File: src/rtl/freq_meter.sv
// freq_meter: measures a slow asynchronous square wave against clk.
// Reports rising edges per gate window (freq_hz), the clk-cycle period between
// consecutive rising edges (period_cyc), and a sticky loss-of-signal flag.
//
// Output qualification: freq_valid and period_valid are one-cycle strobes that
// mark the cycle in which freq_hz / period_cyc take a new value. There is no
// ready/back-pressure; a consumer must capture the data in that cycle. Between
// strobes the data outputs hold their last value.
module freq_meter #(
  parameter int CLK_HZ         = 50000000,
  parameter int GATE_CYCLES    = CLK_HZ,
  parameter int TIMEOUT_CYCLES = 2 * CLK_HZ,
  parameter int FREQ_W         = $clog2(GATE_CYCLES / 2 + 1),
  parameter int PER_W          = $clog2(TIMEOUT_CYCLES + 1)
) (
  input  logic              clk,
  input  logic              rst,
  input  logic              en,
  input  logic              sig_in,
  output logic [FREQ_W-1:0] freq_hz,
  output logic              freq_valid,
  output logic [PER_W-1:0]  period_cyc,
  output logic              period_valid,
  output logic              sig_lost,
  output logic              state_dbg
);

  localparam int GATE_W = (GATE_CYCLES > 1) ? $clog2(GATE_CYCLES) : 1;
  localparam logic [GATE_W-1:0] GATE_LAST = GATE_W'(GATE_CYCLES - 1);
  localparam logic [PER_W-1:0]  PER_MAX   = PER_W'(TIMEOUT_CYCLES);

  typedef enum logic {
    IDLE    = 1'b0,
    MEASURE = 1'b1
  } state_t;

  state_t state_q, state_d;

  logic              s1, s2, s3;
  logic              rise;
  logic              meas_step;
  logic [GATE_W-1:0] gate_cnt;
  logic [FREQ_W-1:0] edge_cnt;
  logic [PER_W-1:0]  per_cnt;
  logic              armed;

  // Rising edge of the synchronised input: s2 high while s3 still low.
  assign rise      = s2 & ~s3;
  assign state_dbg = state_q;

  // Three-flop synchroniser; s3 is the delayed copy used for edge detection.
  always_ff @(posedge clk) begin
    if (rst) begin
      s1 <= 1'b0;
      s2 <= 1'b0;
      s3 <= 1'b0;
    end else begin
      s1 <= sig_in;
      s2 <= s1;
      s3 <= s2;
    end
  end

  // State register.
  always_ff @(posedge clk) begin
    if (rst) begin
      state_q <= IDLE;
    end else begin
      state_q <= state_d;
    end
  end

  // Next state; meas_step marks cycles whose edge performs a measurement step.
  // A MEASURE cycle with en low is the exit cycle and behaves like IDLE.
  always_comb begin
    state_d   = state_q;
    meas_step = 1'b0;
    case (state_q)
      IDLE: begin
        if (en) state_d = MEASURE;
      end
      MEASURE: begin
        if (!en) begin
          state_d = IDLE;
        end else begin
          meas_step = 1'b1;
        end
      end
      default: state_d = IDLE;
    endcase
  end

  // Gate window: count rises, publish the count on the window's last cycle
  // (including a rise in that same cycle) and restart with no dead cycle.
  always_ff @(posedge clk) begin
    if (rst) begin
      gate_cnt   <= '0;
      edge_cnt   <= '0;
      freq_hz    <= '0;
      freq_valid <= 1'b0;
    end else if (!meas_step) begin
      gate_cnt   <= '0;
      edge_cnt   <= '0;
      freq_valid <= 1'b0;
    end else if (gate_cnt == GATE_LAST) begin
      freq_hz    <= edge_cnt + FREQ_W'(rise);
      freq_valid <= 1'b1;
      gate_cnt   <= '0;
      edge_cnt   <= '0;
    end else begin
      gate_cnt   <= gate_cnt + GATE_W'(1);
      edge_cnt   <= edge_cnt + FREQ_W'(rise);
      freq_valid <= 1'b0;
    end
  end

  // Period and loss-of-signal: per_cnt reloads to 1 on each rise and
  // saturates at the timeout; a rise always wins over a same-cycle timeout.
  always_ff @(posedge clk) begin
    if (rst) begin
      per_cnt      <= '0;
      armed        <= 1'b0;
      period_cyc   <= '0;
      period_valid <= 1'b0;
      sig_lost     <= 1'b0;
    end else if (!meas_step) begin
      per_cnt      <= '0;
      armed        <= 1'b0;
      period_valid <= 1'b0;
      sig_lost     <= 1'b0;
    end else if (rise) begin
      if (armed) begin
        period_cyc   <= per_cnt;
        period_valid <= 1'b1;
      end else begin
        period_valid <= 1'b0;
      end
      per_cnt  <= PER_W'(1);
      armed    <= 1'b1;
      sig_lost <= 1'b0;
    end else begin
      period_valid <= 1'b0;
      if (per_cnt != PER_MAX) begin
        per_cnt <= per_cnt + PER_W'(1);
      end
      if (armed && (per_cnt == PER_MAX)) begin
        sig_lost <= 1'b1;
        armed    <= 1'b0;
      end
    end
  end

endmodule

File: config.mk
export PLATFORM = sky130hd
export DESIGN_NAME = freq_meter
export DESIGN_NICKNAME = d
export VERILOG_FILES = /design/src/rtl/freq_meter.sv
export SDC_FILE = /design/constraint.sdc
export NUM_CORES = 1
export LEC_CHECK = 0
export CAP_MARGIN = 15
export CORE_ASPECT_RATIO = 1.1
export CORE_MARGIN = 4
export CORE_UTILIZATION = 56
export DETAILED_ROUTE_END_ITERATION = 10
export PLACE_DENSITY = 0.89
export SYNTH_ARGS = -nofsm -noshare
export SYNTH_HDL_FRONTEND = slang
export SYNTH_SLANG_ARGS = --single-unit
export TNS_END_PERCENT = 30
File: constraint.sdc
create_clock -name clk -period 2.55 [get_ports clk]
set_clock_uncertainty 0.15 [all_clocks]
set_input_delay 0.51 -clock clk [delete_from_list [all_inputs] [get_ports clk]]
set_output_delay 0.51 -clock clk [all_outputs]
set_load 0.005 [all_outputs]
* Word-level counts from Yosys, hierarchy flattened *
Index checks and enable logic that the tools add are counted.

word-level totals
  flip-flop bits (word level) = 138
  output and inout bits = 56
  input port bits = 4

operators by class
  bitwise gates (word level) = 4
  mux-type cells = 8
  equality and inequality tests = 3
  reduce and logical (&&, ||, !) cells = 9
  add/subtract/negate cells = 3

operator list
  operator                                        count
  adder 27 x 1 -> 27 bit (second input constant)  1
  == test 27 bit (second input constant)          1
  != test 27 bit (second input constant)          1
  adder 26 x 1 -> 26 bit (second input constant)  1
  == test 26 bit (second input constant)          1
  adder 25 x 1 -> 25 bit                          1
  OR reduction 3 bit                              3
  two-way mux 1 bit                               8
  nonzero test 2 bit                              2
  inverter 1 bit                                  3
  AND reduction 3 bit                             1
  AND reduction 2 bit                             1
  OR reduction 2 bit                              1
  AND 1 bit                                       1
  logical AND 1 bit                               1

* Depth between registers and ports, before layout *
Gate-level depths: netlist of run 1.

  depth after elaboration = 4
  depth in mapped cells = 9
  depth with buffers taken out = 9

* Least setup slack after synthesis of run 1 *
OpenSTA, ideal clock, no wires.

  kind = reg2reg
  start = register s3
  end = register freq_hz[16]
  stages on the path, launching flop included = 10
  required time = 2.314 ns
  path slack = 0.240 ns
  arrival time = 2.074 ns
  cells stage by stage = dfxtp_1 nand2b_1 inv_1 ha_1 ha_1 nand3_1 nor4_1 nand4_1 xor2_1 a211oi_1

on the way
  longest elaborated chain between the ends = 3

RTL lines
  element                 line  RTL
  from (decl)             39    logic s1, s2, s3;
  from (signal assigned)  56    s3 <= 1'b0;
  from (signal assigned)  60    s3 <= s2;
  inverter 1 bit          48    assign rise = s2 & ~s3;
  AND 1 bit               48
  via rise                40    logic rise;
  adder 25 x 1 -> 25 bit  106   freq_hz <= edge_cnt + FREQ_W'(rise);
  to (signal assigned)    106
  to (decl)               20    output logic [FREQ_W-1:0] freq_hz,

The timed path passes the listed nets, and every way through them passes these cells.
A chain may end at the register's enable or synchronous reset.

* Worst setup path after layout of run 1 *
  start = register s3
  end = register freq_hz[21]

Same word-level chain as after synthesis.

==> summary.md, run 1 <==
| Metric | Value |
|---|---|
| Ant diodes | 0 |
| Cell Rows | 37 |
| CP required | 2.85 ns |
| Synth warnings | 0 |
| First-pass GRT wire length | 21.5 mm |
| Largest net degree at the start of global routing | 49 |
| DP HPWL | 8.17 mm |
| Total CTS buffers | 17 |
| Vias post-DR | about 4.7k |
| CTS sink cnt | 138 |
| CTS tree | built |
| Post-synth EDFFs | 0 |
| Vias in the first global route | 4551 |
| Hold buffer count at CTS | 0 |
| RSZ-0062 raised after global routing | false |
| Clock-pin slew on the worst setup and hold paths | 0.06 ns |
| Clk buf depth | 2 |
| Global placer's final weighted congestion | 0.890 |
| Synth top area share | about 50% |
| Synth area leaders | dfxtp_1 50%, nor2_1 8.0%, xnor2_1 6.6%, nand2_1 5.7%, xor2_1 4.8% |
| Setup crit end kind | register |
| Seq/Total Area, Yosys | 50.5% |
| Synth top cells by count | 138 x dfxtp_1, 116 x nor2_1, 83 x nand2_1 |
| Area after DPL | slightly above 6000 µm² |
| Nets | around 700 |
| Total Routing Usage GR | about a quarter |
| Layout area overhead | 25.6% |
| Number of max-cap violations | 0 |
| Initial Utilization | 57.9% |
| Initial antenna violation count | 0 |
| Core area | 9440 µm² |
| GRT overflow | 0 |
| CP arrival | approximately 2.8 ns |
| Leading area contributor after synthesis | dfxtp_1 |
| Final core utilization | roughly 73% |
| #FFs+latches synth | 138 |
| Top-count cell post-synth | dfxtp_1 |
| Startpoint Class | register |
| Slew Limit Fails | 0 |
| Post-DRT Antenna Nets | 0 |
| H-tree depth | 4 |
| Async SR Flop Fraction | 0% |
| Dpl cells | 793 |
| PD cells | between 600 and 700 nW/µm² |
| Setup Viol. Count Final | 0 |
| Die height | 112 µm |
| Worst-skew pair later-pin latency | 0.53 ns |
| Setup TNS | 0 ns |
| Mean Syn Cell Area | between 8 and 9 µm² |
| Drt total wl | ~13 mm |
| Initial drt markers | 271 |
| Minimum clock period | 2.46 ns |
| Post-Syn Area | approximately 5500 µm² |
| Layout Cells excl Fill | 828 |
| Main synth FF type | dfxtp_1 |
| Headroom to the max-slew limit | 65.9% |
| Layout cells sized above 1 | a little under a tenth |
| VDD IR max | approximately 430 µV |
| First-pass DRT Iterations | 5 |
| Syn Nets | 635 |
| FMAX | 407 MHz |
| Unique masters post-synth | 33 |
| Peak fanout along the critical path | 4 |
| Count of final hold-check violations | 0 |
| Status | finished, final reports clean |
| Port bufs | 59 |
| Chip Width | 102 µm |
| Worst slew pin tran | approximately 0.51 ns |
| Final period utilization | 96.3% |
| Final Cell Area | 6870 µm² |
| CP Class | reg -> reg |
| P_leak | around 0.0022 µW |
| # DRC | 0 |
| Routed vias/inst | between 5 and 6 |
| Gate Count Post-Synth | 626 |
| # IOs | 60 |
| Area of the die | 11400 µm² |
| Hold WC Path Type | in -> reg |
| WL per Instance | 15.7 µm |
| WHS | between 0.2 and 0.3 ns |
| Root buffer cell | clkbuf_8 |
==> sequential cells by signal, indices dropped and copies added, names as in the netlist <==
name and cells:
sig_lost 1, armed 1, s1 1, freq_hz 25, state_dbg 1, period_valid 1
s2 1, edge_cnt 25, gate_cnt 26, period_cyc 27, s3 1, per_cnt 27
freq_valid 1
==> path summary, 6_finish.rpt <==
path | startpoint | to | slack, ns | cells after the start
worst min-delay path | rst | gate_cnt[1] | 0.26 | 3
worst min register to register | s1 | s2 | 0.29 | 1
worst max register to register | s3 | freq_hz[21] | 0.09 | 8
worst max-delay path | s3 | freq_hz[21] | 0.09 | 8
==> where the power goes <==
part / internal [µW] / switching (µW) / leakage (µW)
registers: 2160 / 3.96 / 0.00111
clock network: 1410 / 994 / 0.000276
logic: 14.9 / 31.9 / 0.000823
total: 3580 / 1030 / 0.00221
==> cell usage in the layout, fill, tap and decap left out, types with 15 or more instances in the layout <==
cell type	synthesis	routed
clkdlybuf4s50_1	0	58
nand3_1	28	28
nand2_1	83	83
dfxtp_1	138	137
xor2_1	30	29
and3_1	17	17
a211oi_1	22	22
nor4_1	16	15
nand4_1	20	20
clkbuf_16	0	16
buf_4	0	16
xnor2_1	41	41
a21oi_1	32	32
nor2_1	116	116
==> cells by family (layout without fill, tap and decap cells) <==
group                    Yosys count  count (layout)  synth area share [%]
AND/OR/NAND/NOR                  321             321                  27.8
flip-flops                       138             138                  50.5
XOR/XNOR                          71              71                  11.4
AO/OA/AOI/OAI                     56              56                  6.27
buffers and inverters             32             117                  2.40
adder cells (fa/ha/maj)            5               5                  1.14
multiplexers                       3               3                 0.549
==> final cells by class <==
| type | count | area, µm² |
|---|---|---|
| flip-flops and latches | 138 | 2760 |
| clock buffers | 17 | 414 |
| multi-input cells | 456 | 2620 |
| repair buffers | 76 | 726 |
| inverters | 9 | 33.8 |
| well taps | 117 | 146 |
| clock inverters | 15 | 166 |
| fillers | 625 | 2570 |
==> per-layer routing <==
layer	GRT usage [%]	routed length, µm
met5	0	0
met4	10.1	279
met3	6.02	684
met2	39.4	6790
met1	27.8	5260
==> critical path: stages, from the launching register on <==
cell and delay (ns):
dfxtp_1 0.30, nand2b_4 0.15, inv_2 0.08, ha_4 0.13, nand4_1 0.11, or4_4 0.56, or4_4 0.54, xor2_4 0.18
a211oi_2 0.17
==> what timing repair did <==
| item | 4_1_cts | 5_1_grt |
|---|---|---|
| setup buffers | 0 | 3 |
| gates resized for setup | 0 | 8 |
| endpoints found under the setup margin | 0 | 3 |
==> stage by stage <==
step           setup slack [ns]  power [µW]
5_1_grt                 0.00808        4750
6_report                 0.0939        4610
3_3_place_gp              0.203        2250
4_1_cts                  0.0473        4630
3_5_place_dp              0.135        2260
2_1_floorplan             0.240        2240
(Power assumes the default switching activity.)
==> inputs of run 2 (changes only) <==
--- a/config.mk
+++ b/config.mk
@@ -10,6 +10,7 @@
 export CORE_MARGIN = 4
 export CORE_UTILIZATION = 56
 export DETAILED_ROUTE_END_ITERATION = 10
+export GPL_TIMING_DRIVEN = 0
 export PLACE_DENSITY = 0.89
 export SYNTH_ARGS = -nofsm -noshare
 export SYNTH_HDL_FRONTEND = slang
==> summary.md, run 2 (synthesized netlist as in run 1, its figures left out) <==
| Metric | Value |
|---|---|
| Dpl cells | 802 (was 793) |
| Number of max-cap violations | 0 (unchanged) |
| Chip Width | 102 µm (unchanged) |
| Final core utilization | 72.8% (about the same) |
| Worst slew pin tran | 0.870 ns (was 0.510 ns) |
| Area of the die | 11400 µm² (unchanged) |
| Clock-pin slew on the worst setup and hold paths | 0.06 ns (about the same) |
| Layout area overhead | 25.7% (was 25.6%) |
| Post-DRT Antenna Nets | 0 (unchanged) |
| Layout cells sized above 1 | 8.48% (was 9.14%) |
| Most common cell after layout, fill and taps aside | dfxtp_1 (unchanged) |
| Ant diodes | 0 (unchanged) |
| Setup crit end kind | register (unchanged) |
| CP required | 2.86 ns (was 2.85 ns) |
| RSZ-0062 raised after global routing | true (was false) |
| CP Class | reg -> reg (unchanged) |
| Global placer's final weighted congestion | 0.903 (was 0.890) |
| Initial antenna violation count | 0 (unchanged) |
| Count of final hold-check violations | 0 (unchanged) |
| PD cells | 672 nW/µm² (was 671 nW/µm²) |
| Vias in the first global route | 4831 (was 4551) |
| # IOs | 60 (unchanged) |
| Area after DPL | 6210 µm² (was 6230 µm²) |
| Initial Utilization | 57.9% (unchanged) |
| WL per Instance | 16.4 µm (was 15.7 µm) |
| Worst-skew pair later-pin latency | 0.54 ns (was 0.53 ns) |
| Final period utilization | 98.8% (was 96.3%) |
| Hold WC Path Type | reg -> reg (was in -> reg) |
| Status | finished, final reports clean (unchanged) |
| Layout Cells excl Fill | 836 (was 828) |
| Startpoint Class | register (unchanged) |
| Headroom to the max-slew limit | 41.5% (was 65.9%) |
| Peak fanout along the critical path | 4 (unchanged) |
| Port bufs | 59 (unchanged) |
| Total Routing Usage GR | 24.6% (was 23.4%) |
| # DRC | 0 (unchanged) |
| Largest net degree at the start of global routing | 17 (was 49) |
| Nets | 715 (was 707) |
| CTS sink cnt | 138 (unchanged) |
| Final Cell Area | 6880 µm² (was 6870 µm²) |
| VDD IR max | 497 µV (was 429 µV) |
| CP arrival | 2.83 ns (was 2.76 ns) |
| Vias post-DR | 4919 (was 4719) |
| Core area | 9440 µm² (unchanged) |
| CTS tree | built (unchanged) |
| Total CTS buffers | 17 (unchanged) |
| GRT overflow | 0 (unchanged) |
| FMAX | 397 MHz (was 407 MHz) |
| Minimum clock period | 2.52 ns (was 2.46 ns) |
| P_leak | 0.00221 µW (about the same) |
| Routed vias/inst | 5.88 (was 5.70) |
| Root buffer cell | clkbuf_8 (unchanged) |
| Clk buf depth | 2 (unchanged) |
| Largest regs | per_cnt x27, period_cyc x27, gate_cnt x26 (unchanged) |
| Die height | 112 µm (unchanged) |
| Setup TNS | 0 ns (unchanged) |
| Cell Rows | 37 (unchanged) |
| Most frequent cells in the layout | 138 x dfxtp_1, 116 x nor2_1, 82 x nand2_1, 59 x clkdlybuf4s50_1, 41 x xnor2_1 (was 137 x dfxtp_1, 116 x nor2_1, 83 x nand2_1, 58 x clkdlybuf4s50_1, 41 x xnor2_1) |
| WHS | 0.307 ns (was 0.256 ns) |
| H-tree depth | 4 (unchanged) |
| Setup Viol. Count Final | 0 (unchanged) |
| DP HPWL | 8.80 mm (was 8.17 mm) |
| Slew Limit Fails | 0 (unchanged) |
| Initial drt markers | 408 (was 271) |
| First-pass GRT wire length | 22.5 mm (was 21.5 mm) |
| First-pass DRT Iterations | 5 (unchanged) |
| Drt total wl | 13.7 mm (was 13.0 mm) |
==> run 2: changes by cell type in the layout (fill, tap and decap cells not counted), sizes merged <==
cell	delta
clkdlybuf4s50	+1
inv	-3
buf	-9
clkbuf	+19
==> run 2: what timing repair did <==
action / 4_1_cts / 5_1_grt
endpoints found under the setup margin: 29 / 62
buffers inserted: 0 / 2
pin swaps: 0 / 1
resized for setup: 5 / 11
hold buffers: 0 / 0
==> run 2: cell type report <==
| cell class | count | area (µm²) |
|---|---|---|
| Tap cell | 117 | 146 |
| Clock inverter | 12 | 140 |
| Buffer | 23 | 105 |
| Multi-Input combinational cell | 456 | 2640 |
| Sequential cell | 138 | 2760 |
| Clock buffer | 20 | 445 |
| Fill cell | 597 | 2570 |
| Inverter | 9 | 33.8 |
| Timing Repair Buffer | 61 | 606 |
==> run 2: path summary, 6_finish.rpt <==
kind                                     start             end  slack (ns)  cells after the start
worst min-delay path            period_cyc[25]  period_cyc[25]        0.31                      2
worst max register to register              s3     freq_hz[21]        0.03                      8
worst max-delay path                        s3     freq_hz[21]        0.03                      8
worst min register to register  period_cyc[25]  period_cyc[25]        0.31                      2
==> run 2: per-stage QoR <==
stage	setup slack, ns	power [µW]
2_1_floorplan	0.240	2240
3_3_place_gp	-0.179	2260
3_5_place_dp	-0.266	2260
4_1_cts	0.000422	4630
5_1_grt	-0.0454	4740
6_report	0.0310	4620
==> run 2: critical path, stage by stage (launching register included) <==
cell and delay [ns]:
dfxtp_1 0.30, nand2b_2 0.21, inv_2 0.10, ha_2 0.20, nand4_1 0.14, or4_4 0.49, or4_4 0.45, xor2_2 0.17
a211oi_2 0.22
==> run 2: where the power goes <==
| part | total, µW | internal, µW | switching [µW] |
|---|---|---|---|
| clock | 2410 | 1450 | 955 |
| combinational | 50.0 | 14.0 | 35.9 |
| sequential | 2160 | 2160 | 3.97 |
| total | 4620 | 3630 | 995 |
==> run 2: metal layers <==
layer / wire length, µm / part of all wire (%) / track usage (%)
met5: 0 / 0 / 0
met4: 439 / 3.2 / 10.6
met3: 836 / 6.1 / 7.52
met2: 6970 / 51 / 42.0
met1: 5430 / 40 / 27.9
